[config.mk]
export PLATFORM = sky130hd
export DESIGN_NAME = dc_axi_rd_master
export DESIGN_NICKNAME = d
export VERILOG_FILES = /design/src/rtl/dc_axi_pkg.sv /design/src/rtl/dc_rbeat_asm.sv /design/src/rtl/dc_axi_rd_master.sv
export SDC_FILE = /design/constraint.sdc
export NUM_CORES = 1
export LEC_CHECK = 0
export CORE_ASPECT_RATIO = 1.1
export CORE_MARGIN = 2
export CORE_UTILIZATION = 35
export CTS_CLUSTER_SIZE = 20
export DETAILED_ROUTE_END_ITERATION = 7
export PLACE_DENSITY_LB_ADDON = 0.1
export SLEW_MARGIN = 10
export SYNTH_ARGS = -nofsm -noshare
export SYNTH_HDL_FRONTEND = slang
export SYNTH_SLANG_ARGS = --single-unit
[constraint.sdc]
create_clock -name clk -period 4 [get_ports clk]
set_input_delay 0.4 -clock clk [delete_from_list [all_inputs] [get_ports clk]]
set_output_delay 0.4 -clock clk [all_outputs]
set_load 0.01 [all_outputs]
[src/rtl/dc_axi_pkg.sv]
// -----------------------------------------------------------------------------
// dc_axi_pkg
// Shared definitions for the D-cache AXI line-fill read master:
//   - rd_state_t      : FSM state encoding (IDLE / ARQ / RDAT / DONE)
//   - AXI_ARLEN       : burst length field (4 beats -> 3)
//   - AXI_ARSIZE      : beat size field (4 bytes -> 2)
//   - AXI_BURST_INCR  : incrementing burst type
//   - LINE_BEATS      : beats per cache line
// -----------------------------------------------------------------------------
package dc_axi_pkg;

    typedef enum logic [1:0] {
        ST_IDLE = 2'd0,
        ST_ARQ  = 2'd1,
        ST_RDAT = 2'd2,
        ST_DONE = 2'd3
    } rd_state_t;

    localparam logic [7:0] AXI_ARLEN      = 8'd3;
    localparam logic [2:0] AXI_ARSIZE     = 3'd2;
    localparam logic [1:0] AXI_BURST_INCR = 2'b01;
    localparam int         LINE_BEATS     = 4;

endpackage

[src/rtl/dc_rbeat_asm.sv]
// -----------------------------------------------------------------------------
// dc_rbeat_asm
// Assembles four 32-bit AXI read beats into one 128-bit cache line.
// Beat k lands in line bits [32k+31:32k]; beat 0 is the least significant word.
// The line is cleared when a new fill begins so that words never received
// (e.g. a timed-out burst) read as zero, and otherwise holds its value.
//
// Ports:
//   clk          in   clock, rising edge
//   rst          in   synchronous active-high reset
//   i_clr        in   new fill starting: zero the line and the beat counter
//   i_beat_vld   in   R-channel handshake this cycle
//   i_beat_data  in   32-bit read data of the accepted beat
//   o_line       out  assembled 128-bit line
//   o_beat_last  out  the next accepted beat is the final (fourth) beat
// -----------------------------------------------------------------------------
module dc_rbeat_asm (
    input  logic         clk,
    input  logic         rst,
    input  logic         i_clr,
    input  logic         i_beat_vld,
    input  logic [31:0]  i_beat_data,
    output logic [127:0] o_line,
    output logic         o_beat_last
);

    logic [1:0]   r_beat;
    logic [127:0] r_line;

    always_ff @(posedge clk) begin
        if (rst) begin
            r_beat <= 2'd0;
            r_line <= 128'd0;
        end else if (i_clr) begin
            r_beat <= 2'd0;
            r_line <= 128'd0;
        end else if (i_beat_vld) begin
            case (r_beat)
                2'd0:    r_line[31:0]   <= i_beat_data;
                2'd1:    r_line[63:32]  <= i_beat_data;
                2'd2:    r_line[95:64]  <= i_beat_data;
                default: r_line[127:96] <= i_beat_data;
            endcase
            // wraps back to 0 after the fourth beat
            r_beat <= r_beat + 2'd1;
        end
    end

    assign o_line      = r_line;
    assign o_beat_last = (r_beat == 2'd3);

endmodule

[src/rtl/dc_axi_rd_master.sv]
// -----------------------------------------------------------------------------
// dc_axi_rd_master
// D-cache line-fill AXI read master. A one-cycle request from the LSU launches
// a single 4-beat x 32-bit INCR burst on a 16-byte aligned address; the beats
// are assembled into a 128-bit line that is presented with a one-cycle strobe.
//
// Optional feature (compile-time macro DCRD_WATCHDOG_EN):
//   A TMO_W-bit watchdog counts stalled cycles in ARQ/RDAT. When it reaches
//   all-ones the fill is forced to DONE with the words received so far
//   (missing words read as zero) and tmo_err is set. Without the macro the
//   FSM waits indefinitely and tmo_err reads 0. TMO_W must be >= 2.
//
// Ports:
//   clk, rst          clock / synchronous active-high reset
//   rst_pipe          pipeline flush: suppresses the result of an in-flight fill
//   dcr_start_rq      line-fill request pulse
//   dcr_rin_addr      fill address (sampled with dcr_start_rq)
//   rqfull_1          busy, requests are not accepted
//   rdat_m_data       assembled 128-bit line
//   rdat_m_valid      line valid strobe (1 cycle)
//   finish_mrd        fill done strobe (1 cycle)
//   araddr/arlen/arsize/arburst/arvalid/arready   AXI read-address channel
//   rdata/rresp/rlast/rvalid/rready               AXI read-data channel
//   err_sts           sticky {tmo_err, proto_err, ovr_err}, cleared only by rst
// -----------------------------------------------------------------------------
module dc_axi_rd_master
    import dc_axi_pkg::*;
#(
    parameter int AWIDTH = 32,
    parameter int TMO_W  = 10
) (
    input  logic              clk,
    input  logic              rst,
    input  logic              rst_pipe,
    input  logic              dcr_start_rq,
    input  logic [AWIDTH-1:0] dcr_rin_addr,
    output logic              rqfull_1,
    output logic [127:0]      rdat_m_data,
    output logic              rdat_m_valid,
    output logic              finish_mrd,
    output logic [AWIDTH-1:0] araddr,
    output logic [7:0]        arlen,
    output logic [2:0]        arsize,
    output logic [1:0]        arburst,
    output logic              arvalid,
    input  logic              arready,
    input  logic [31:0]       rdata,
    input  logic [1:0]        rresp,
    input  logic              rlast,
    input  logic              rvalid,
    output logic              rready,
    output logic [2:0]        err_sts
);

    rd_state_t         r_state;
    rd_state_t         w_state_nxt;

    logic [AWIDTH-1:0] r_araddr;
    logic              r_flush;
    logic              r_ovr_err;
    logic              r_proto_err;

    logic              w_fill_start;
    logic              w_ar_hs;
    logic              w_r_hs;
    logic              w_beat_last;
    logic              w_done;
    logic              w_tmo;
    logic              w_tmo_err;
    logic [127:0]      w_line;
    logic [3:0]        w_addr_unused;

    // line offset bits are discarded by the alignment
    assign w_addr_unused = dcr_rin_addr[3:0];

    // A flush coinciding with the request cancels the request outright.
    assign w_fill_start = (r_state == ST_IDLE) && dcr_start_rq && !rst_pipe;
    assign w_ar_hs      = arvalid && arready;
    assign w_r_hs       = rvalid && rready;

    // ---------------- FSM: state register ----------------
    always_ff @(posedge clk) begin
        if (rst) begin
            r_state <= ST_IDLE;
        end else begin
            r_state <= w_state_nxt;
        end
    end

    // ---------------- FSM: next-state logic ----------------
    always_comb begin
        w_state_nxt = r_state;
        case (r_state)
            ST_IDLE: begin
                if (w_fill_start) begin
                    w_state_nxt = ST_ARQ;
                end
            end
            ST_ARQ: begin
                if (w_ar_hs) begin
                    w_state_nxt = ST_RDAT;
                end else if (w_tmo) begin
                    w_state_nxt = ST_DONE;
                end
            end
            ST_RDAT: begin
                // fourth beat ends the burst whatever rlast says
                if (w_r_hs && w_beat_last) begin
                    w_state_nxt = ST_DONE;
                end else if (w_tmo) begin
                    w_state_nxt = ST_DONE;
                end
            end
            ST_DONE: begin
                w_state_nxt = ST_IDLE;
            end
            default: begin
                w_state_nxt = ST_IDLE;
            end
        endcase
    end

    // ---------------- FSM: output decode ----------------
    always_comb begin
        arvalid  = 1'b0;
        rready   = 1'b0;
        rqfull_1 = 1'b1;
        w_done   = 1'b0;
        case (r_state)
            ST_IDLE: rqfull_1 = 1'b0;
            ST_ARQ:  arvalid  = 1'b1;
            ST_RDAT: rready   = 1'b1;
            ST_DONE: w_done   = 1'b1;
            default: rqfull_1 = 1'b0;
        endcase
    end

    // A flushed fill still drains on AXI but reports nothing to the LSU.
    assign rdat_m_valid = w_done && !r_flush;
    assign finish_mrd   = w_done && !r_flush;

    // ---------------- address latch and flush tracking ----------------
    always_ff @(posedge clk) begin
        if (rst) begin
            r_araddr <= '0;
            r_flush  <= 1'b0;
        end else begin
            if (w_fill_start) begin
                r_araddr <= {dcr_rin_addr[AWIDTH-1:4], 4'h0};
            end
            if (w_fill_start) begin
                r_flush <= 1'b0;
            end else if (rst_pipe && ((r_state == ST_ARQ) || (r_state == ST_RDAT))) begin
                r_flush <= 1'b1;
            end
        end
    end

    assign araddr  = r_araddr;
    assign arlen   = AXI_ARLEN;
    assign arsize  = AXI_ARSIZE;
    assign arburst = AXI_BURST_INCR;

    // ---------------- sticky error flags ----------------
    always_ff @(posedge clk) begin
        if (rst) begin
            r_ovr_err   <= 1'b0;
            r_proto_err <= 1'b0;
        end else begin
            if (dcr_start_rq && (r_state != ST_IDLE)) begin
                r_ovr_err <= 1'b1;
            end
            // rlast must appear on the fourth beat and nowhere else
            if (w_r_hs && ((rresp != 2'b00) || (rlast != w_beat_last))) begin
                r_proto_err <= 1'b1;
            end
        end
    end

`ifdef DCRD_WATCHDOG_EN
    // Trip one count early so DONE is entered on the edge the counter
    // reaches all-ones.
    localparam logic [TMO_W-1:0] WDOG_TRIP = {{(TMO_W-1){1'b1}}, 1'b0};
    localparam logic [TMO_W-1:0] WDOG_ONE  = {{(TMO_W-1){1'b0}}, 1'b1};

    logic [TMO_W-1:0] r_wdog;
    logic             r_tmo_err;
    logic             w_wdog_act;

    assign w_wdog_act = (r_state == ST_ARQ) || (r_state == ST_RDAT);

    always_ff @(posedge clk) begin
        if (rst) begin
            r_wdog    <= '0;
            r_tmo_err <= 1'b0;
        end else begin
            if (!w_wdog_act || w_ar_hs || w_r_hs) begin
                r_wdog <= '0;
            end else begin
                r_wdog <= r_wdog + WDOG_ONE;
            end
            if (w_tmo) begin
                r_tmo_err <= 1'b1;
            end
        end
    end

    assign w_tmo     = w_wdog_act && !w_ar_hs && !w_r_hs && (r_wdog == WDOG_TRIP);
    assign w_tmo_err = r_tmo_err;
`else
    localparam int unused_tmo_w = TMO_W;

    assign w_tmo     = 1'b0;
    assign w_tmo_err = 1'b0;
`endif

    assign err_sts = {w_tmo_err, r_proto_err, r_ovr_err};

    // ---------------- beat assembly ----------------
    dc_rbeat_asm u_asm (
        .clk         (clk),
        .rst         (rst),
        .i_clr       (w_fill_start),
        .i_beat_vld  (w_r_hs),
        .i_beat_data (rdata),
        .o_line      (w_line),
        .o_beat_last (w_beat_last)
    );

    assign rdat_m_data = w_line;

endmodule

* Yosys cells after proc, flatten, opt, wreduce, memory -nomap -nowiden
Index checks and enable logic that the tools add are counted.
** Word-level totals
- Word-level logic and storage cells :: 54
- Flip-flop bits (word level) :: 163
** Cells by class
- Reduce and logical (&&, ||, !) cells :: 24
- Eq/ne operators :: 10
- Bitwise logic cells :: 1
- Multiplexer cells :: 8
- $add $sub $neg :: 1
** Operators by type and width (number)
- 1-bit logical AND :: 9
- 2-bit equality test (second input constant) :: 4
- 2-bit one-hot mux with 4 select lines :: 1
- 2-bit AND reduction :: 4
- 2-bit two-way mux :: 3
- 2-bit by 1-bit equality test with 1-bit output (second input constant) :: 2
- 2-bit zero test :: 2
- 1-bit two-way mux :: 4
- 2-bit inequality test (second input constant) :: 2
- 2-bit nonzero test :: 2
- 3-bit AND reduction :: 1
- 3-bit OR reduction :: 1
- 2-bit by 1-bit adder with 2-bit output (second input constant) :: 1
- 1-bit zero test :: 2
- 1-bit logical OR :: 2
- 2-bit by 1-bit inequality test with 1-bit output (second input constant) :: 1
- 2-bit OR reduction :: 1
- 1-bit inequality test :: 1
- 1-bit inverter :: 1

* Logic depth before layout (Yosys ltp)
- Depth after elaboration :: 6
- Gate-level depth with buffers :: 8
- Depth with buffers taken out :: 5

* By module
A second synthesis with hierarchy kept.
** Unflattened totals
- Cells, all modules :: 778
- Area, all modules :: 7614.8 um^2
** By module, submodules not included
- dc_rbeat_asm :: area each 6183.4 um^2, sequential area each 2602.5 um^2, instances 1, cells each 598
- dc_axi_rd_master :: area each 1431.4 um^2, sequential area each 660.6 um^2, instances 1, cells each 180

* Worst setup path before layout
Ideal clock, no wire load.
- Kind :: reg-to-reg
- Start point :: register r_state[0]
- End point :: register u_asm.r_line[0], in the netlist u_asm.o_line[0]
- Stages on the path, launching flop included :: 8
- Setup slack :: 2.464 ns
- Data required time :: 3.930 ns
- Library setup time :: 0.070 ns
- Arrival :: 1.466 ns
- Cells stage by stage :: dfxtp_1 -> inv_1 -> ha_1 -> buf_4 -> nand3_1 -> clkbuf_1 -> nand2_1 -> a21oi_1
** On the way
- Word-level cells in the longest chain between the ends :: 4
- Elaborated cells on any way between the ends :: 8
** Ends and longest elaborated chain
- start: declaration :: RTL line dc_axi_rd_master.sv:55 : rd_state_t r_state;
- start signal: assignment :: RTL line dc_axi_rd_master.sv:86 : r_state <= w_state_nxt;
- 2-bit equality test :: RTL line dc_axi_rd_master.sv:129 : case (r_state)
- 1-bit two-way mux :: RTL line dc_axi_rd_master.sv:129
- net rready :: RTL line dc_axi_rd_master.sv:51 : output logic rready,
- 1-bit logical AND :: RTL line dc_axi_rd_master.sv:79 : assign w_r_hs = rvalid && rready;
- 2-bit AND reduction (no line)
- end signal: assignment :: RTL line dc_rbeat_asm.sv:39 : 2'd0: r_line[31:0] <= i_beat_data;
- end: declaration :: RTL line dc_rbeat_asm.sv:28 : logic [127:0] r_line;
The timed path passes the listed nets, and every way through them passes these cells.
A chain may end at the register's enable or synchronous reset.

* Final worst setup path
- Start point :: register r_state[0]
- End point :: output rready
** On the way
- Word-level cells in the longest chain between the ends :: 2
** Ends and longest elaborated chain (RTL line)
- 2-bit equality test :: dc_axi_rd_master.sv:129
- 1-bit two-way mux :: dc_axi_rd_master.sv:129
- end: declaration :: dc_axi_rd_master.sv:51
No other way between the ends.

==> metrics.txt <==
total grt overflow=0; leading post-synthesis cells by cell area=dfxtp_1 (54%), nand2_1 (20%), a21oi_1 (13%); count of cell types in the netlist=24; Layout area overhead=47.6%; hpwl dp=11.6 mm; later-pin clock latency in the skew report=0.42 ns; Worst Setup End Kind=primary output; DRT antenna net count=0; htree depth=4; placement row count=50; total I/O pin count=254; number of sinks handled by clock tree synthesis=163; TritonCTS Buffers=17; fin crit period=2.42 ns; share of synthesized area occupied by flip-flops and latches=0.543; fin. max-slew vios=0; die outline width=129 microns; final-report setup violation count=0; biggest area consumer among synthesized cells=dfxtp_1; post-CTS sizing=0; startpoint of the worst setup timing path=r_state[0]; Post-CTS Setup Inserts=0; async set-reset flop share out of synthesis=0; number of antenna violations at the first check in global routing=0; clock tree from TritonCTS=built; Tot GR Track Use=0.196; synthesized area=6010 sq um; Filler cells=1,622; Yosys reg bits=163; top-count cell post-synth=nand2_1; post-synth top area share=0.543; class of the most critical hold timing path=flop to flop; ratio of routed vias to standard cells=4.62; Worst-Margin Slew=1.02 ns; run status=completed; initial cell density of the core=0.356; Crit Path Class=flop to primary output; die boundary height=141 microns; routed via count=5,429; Data required, critical path=3.60 ns; average instance area after synthesis=7.94 sq um; floorplan die area=18,200 sq um; Hold Crit Start=r_proto_err; number of nets in the final layout=1,035; number of buffers inserted by hold repair at cts=0; number of flops mapped to enable cells by yosys=0; Rel. slew slack=0.317; critical register-to-register path startpoint=r_state[0]; unrepaired setup endpoints after global routing=false; Yosys warnings=0; detailed-route wire length=17.8 mm; Clock Pin Slew Worst Setup and Hold Paths=0.06 ns; buffer cell driving the clock tree root=clkbuf_16; # port buffers=231; DRC marker count from the first detailed-route iteration=236; first drt pass iteration count=4; share of the clock period used by the worst path=0.605; pin count of the biggest net entering global routing=77; first-pass GRT wire length=27.8 mm; count of max-cap constraint violations=0; category of the worst setup path launch point=flop; list of most frequent post-synthesis cells=nand2_1 (314), dfxtp_1 (163), a21oi_1 (160); count of final hold-check violations=0; maximum fanout count along the critical path=14; worst reg2reg setup slack=1.64 ns; power density over the cells=442 nW/um^2; Synth Instances=756; worst supply voltage drop on vdd=0.263 mV; setup tns final=0 ns; number of global-route vias before repair=5,134; arrival time worst endpoint=2.02 ns; antenna diode count=0; drc violations=0; final weighted congestion of routability-driven global placement=0.750; leakage power summed over all cells=2.98 nW; deepest clock path buffer count=2; Worst Skew=0.00715 ns; final routed wire length divided by cell count=15.2 microns; share of layout cells above drive strength 1=0.0465; Core Box Area=16,900 sq um; Hold Slack=0.444 ns; highest attainable clock frequency=413 MHz; commonest register cell after synthesis=dfxtp_1
-- sequential cells by signal, indices dropped and copies added (netlist names) --
signal,flops
araddr,28
r_flush,1
r_ovr_err,1
r_proto_err,1
r_state,2
u_asm.o_line,128
u_asm.r_beat,2
-- where the power goes --
part           internal (mW)  switching (mW)
clock                  0.923           0.672
sequential              1.69          0.0358
combinational          0.264           0.331
total                   2.88            1.04
-- final cells by class --
class	count	area, sq um	share of cell area
well taps	208	260	0.0293
repair buffers	239	2380	0.269
inverters	6	22.5	0.00254
clock buffers	21	480	0.0542
clock inverters	11	100	0.0113
flip-flops and latches	163	3260	0.368
multi-input cells	527	2360	0.266
-- cells in the final DEF, fill, tap and decap left out, drive strengths merged --
cell type | synthesis | layout
a21oi | 160 | 160
a221o | 1 | 1
xnor2 | 1 | 1
inv | 6 | 8
buf | 61 | 8
a211oi | 1 | 1
nor2 | 3 | 3
nor2b | 2 | 2
clkdlybuf4s50 | 0 | 231
clkinvlp | 0 | 5
clkbuf | 15 | 21
conb | 2 | 18
nor3 | 1 | 1
nand3 | 5 | 5
bufinv | 0 | 1
and3b | 1 | 1
xor2 | 1 | 1
ha | 8 | 8
nand2 | 314 | 314
nand3b | 1 | 1
o311ai | 1 | 1
clkinv | 0 | 3
dfxtp | 163 | 163
nand2b | 4 | 4
mux2i | 1 | 1
and3 | 4 | 4
-- metal layers --
| layer | routed length (microns) | GRT usage | vias to the layer above |
|---|---|---|---|
| met3 | 1260 | 0.0686 | 19 |
| met4 | 260 | 0.0595 | 0 |
| met2 | 8380 | 0.319 | 167 |
| met5 | 0 | 0 | - |
| li1 | - | - | 2772 |
| met1 | 7930 | 0.244 | 2471 |
-- critical path: stages, from the launching register on --
cell and delay, ns:
dfxtp_1 0.33, inv_1 0.11, ha_1 0.52, clkdlybuf4s50_1 0.64
-- through the flow --
step / instances / utilization / power [mW] / setup WS [ns] / cell area [sq um]
after CTS: 1175 / 0.525 / 3.96 / 1.54 / 8870
after detailed placement: 1143 / 0.491 / 2.36 / 1.40 / 8290
final: 1175 / 0.525 / 3.92 / 1.58 / 8870
after global routing: 1175 / 0.525 / 4.10 / 1.43 / 8870
after floorplan: 772 / - / 2.10 / 2.46 / 6070
after global placement: 1143 / 0.491 / 2.36 / 1.42 / 8290
-- logic make-up (layout without fill, tap and decap cells) --
group	count (synthesis)	count (layout)	synth area share
buffers and inverters	82	277	0.0773
adder cells (fa/ha/maj)	8	8	0.0167
XOR/XNOR	2	2	0.00292
flip-flops	163	163	0.543
multiplexers	1	1	0.00167
AND/OR/NAND/NOR	335	335	0.218
other	2	18	0.00125
AO/OA/AOI/OAI	163	163	0.139
-- final timing paths --
| path | end | depth (start not counted) |
|---|---|---|
| worst max-delay path | rready | 3 |
| worst min-delay path | r_proto_err | 2 |
| worst max register to register | u_asm.o_line[39] | 6 |
| worst min register to register | r_proto_err | 2 |
Power figures use the tool's default switching activity.
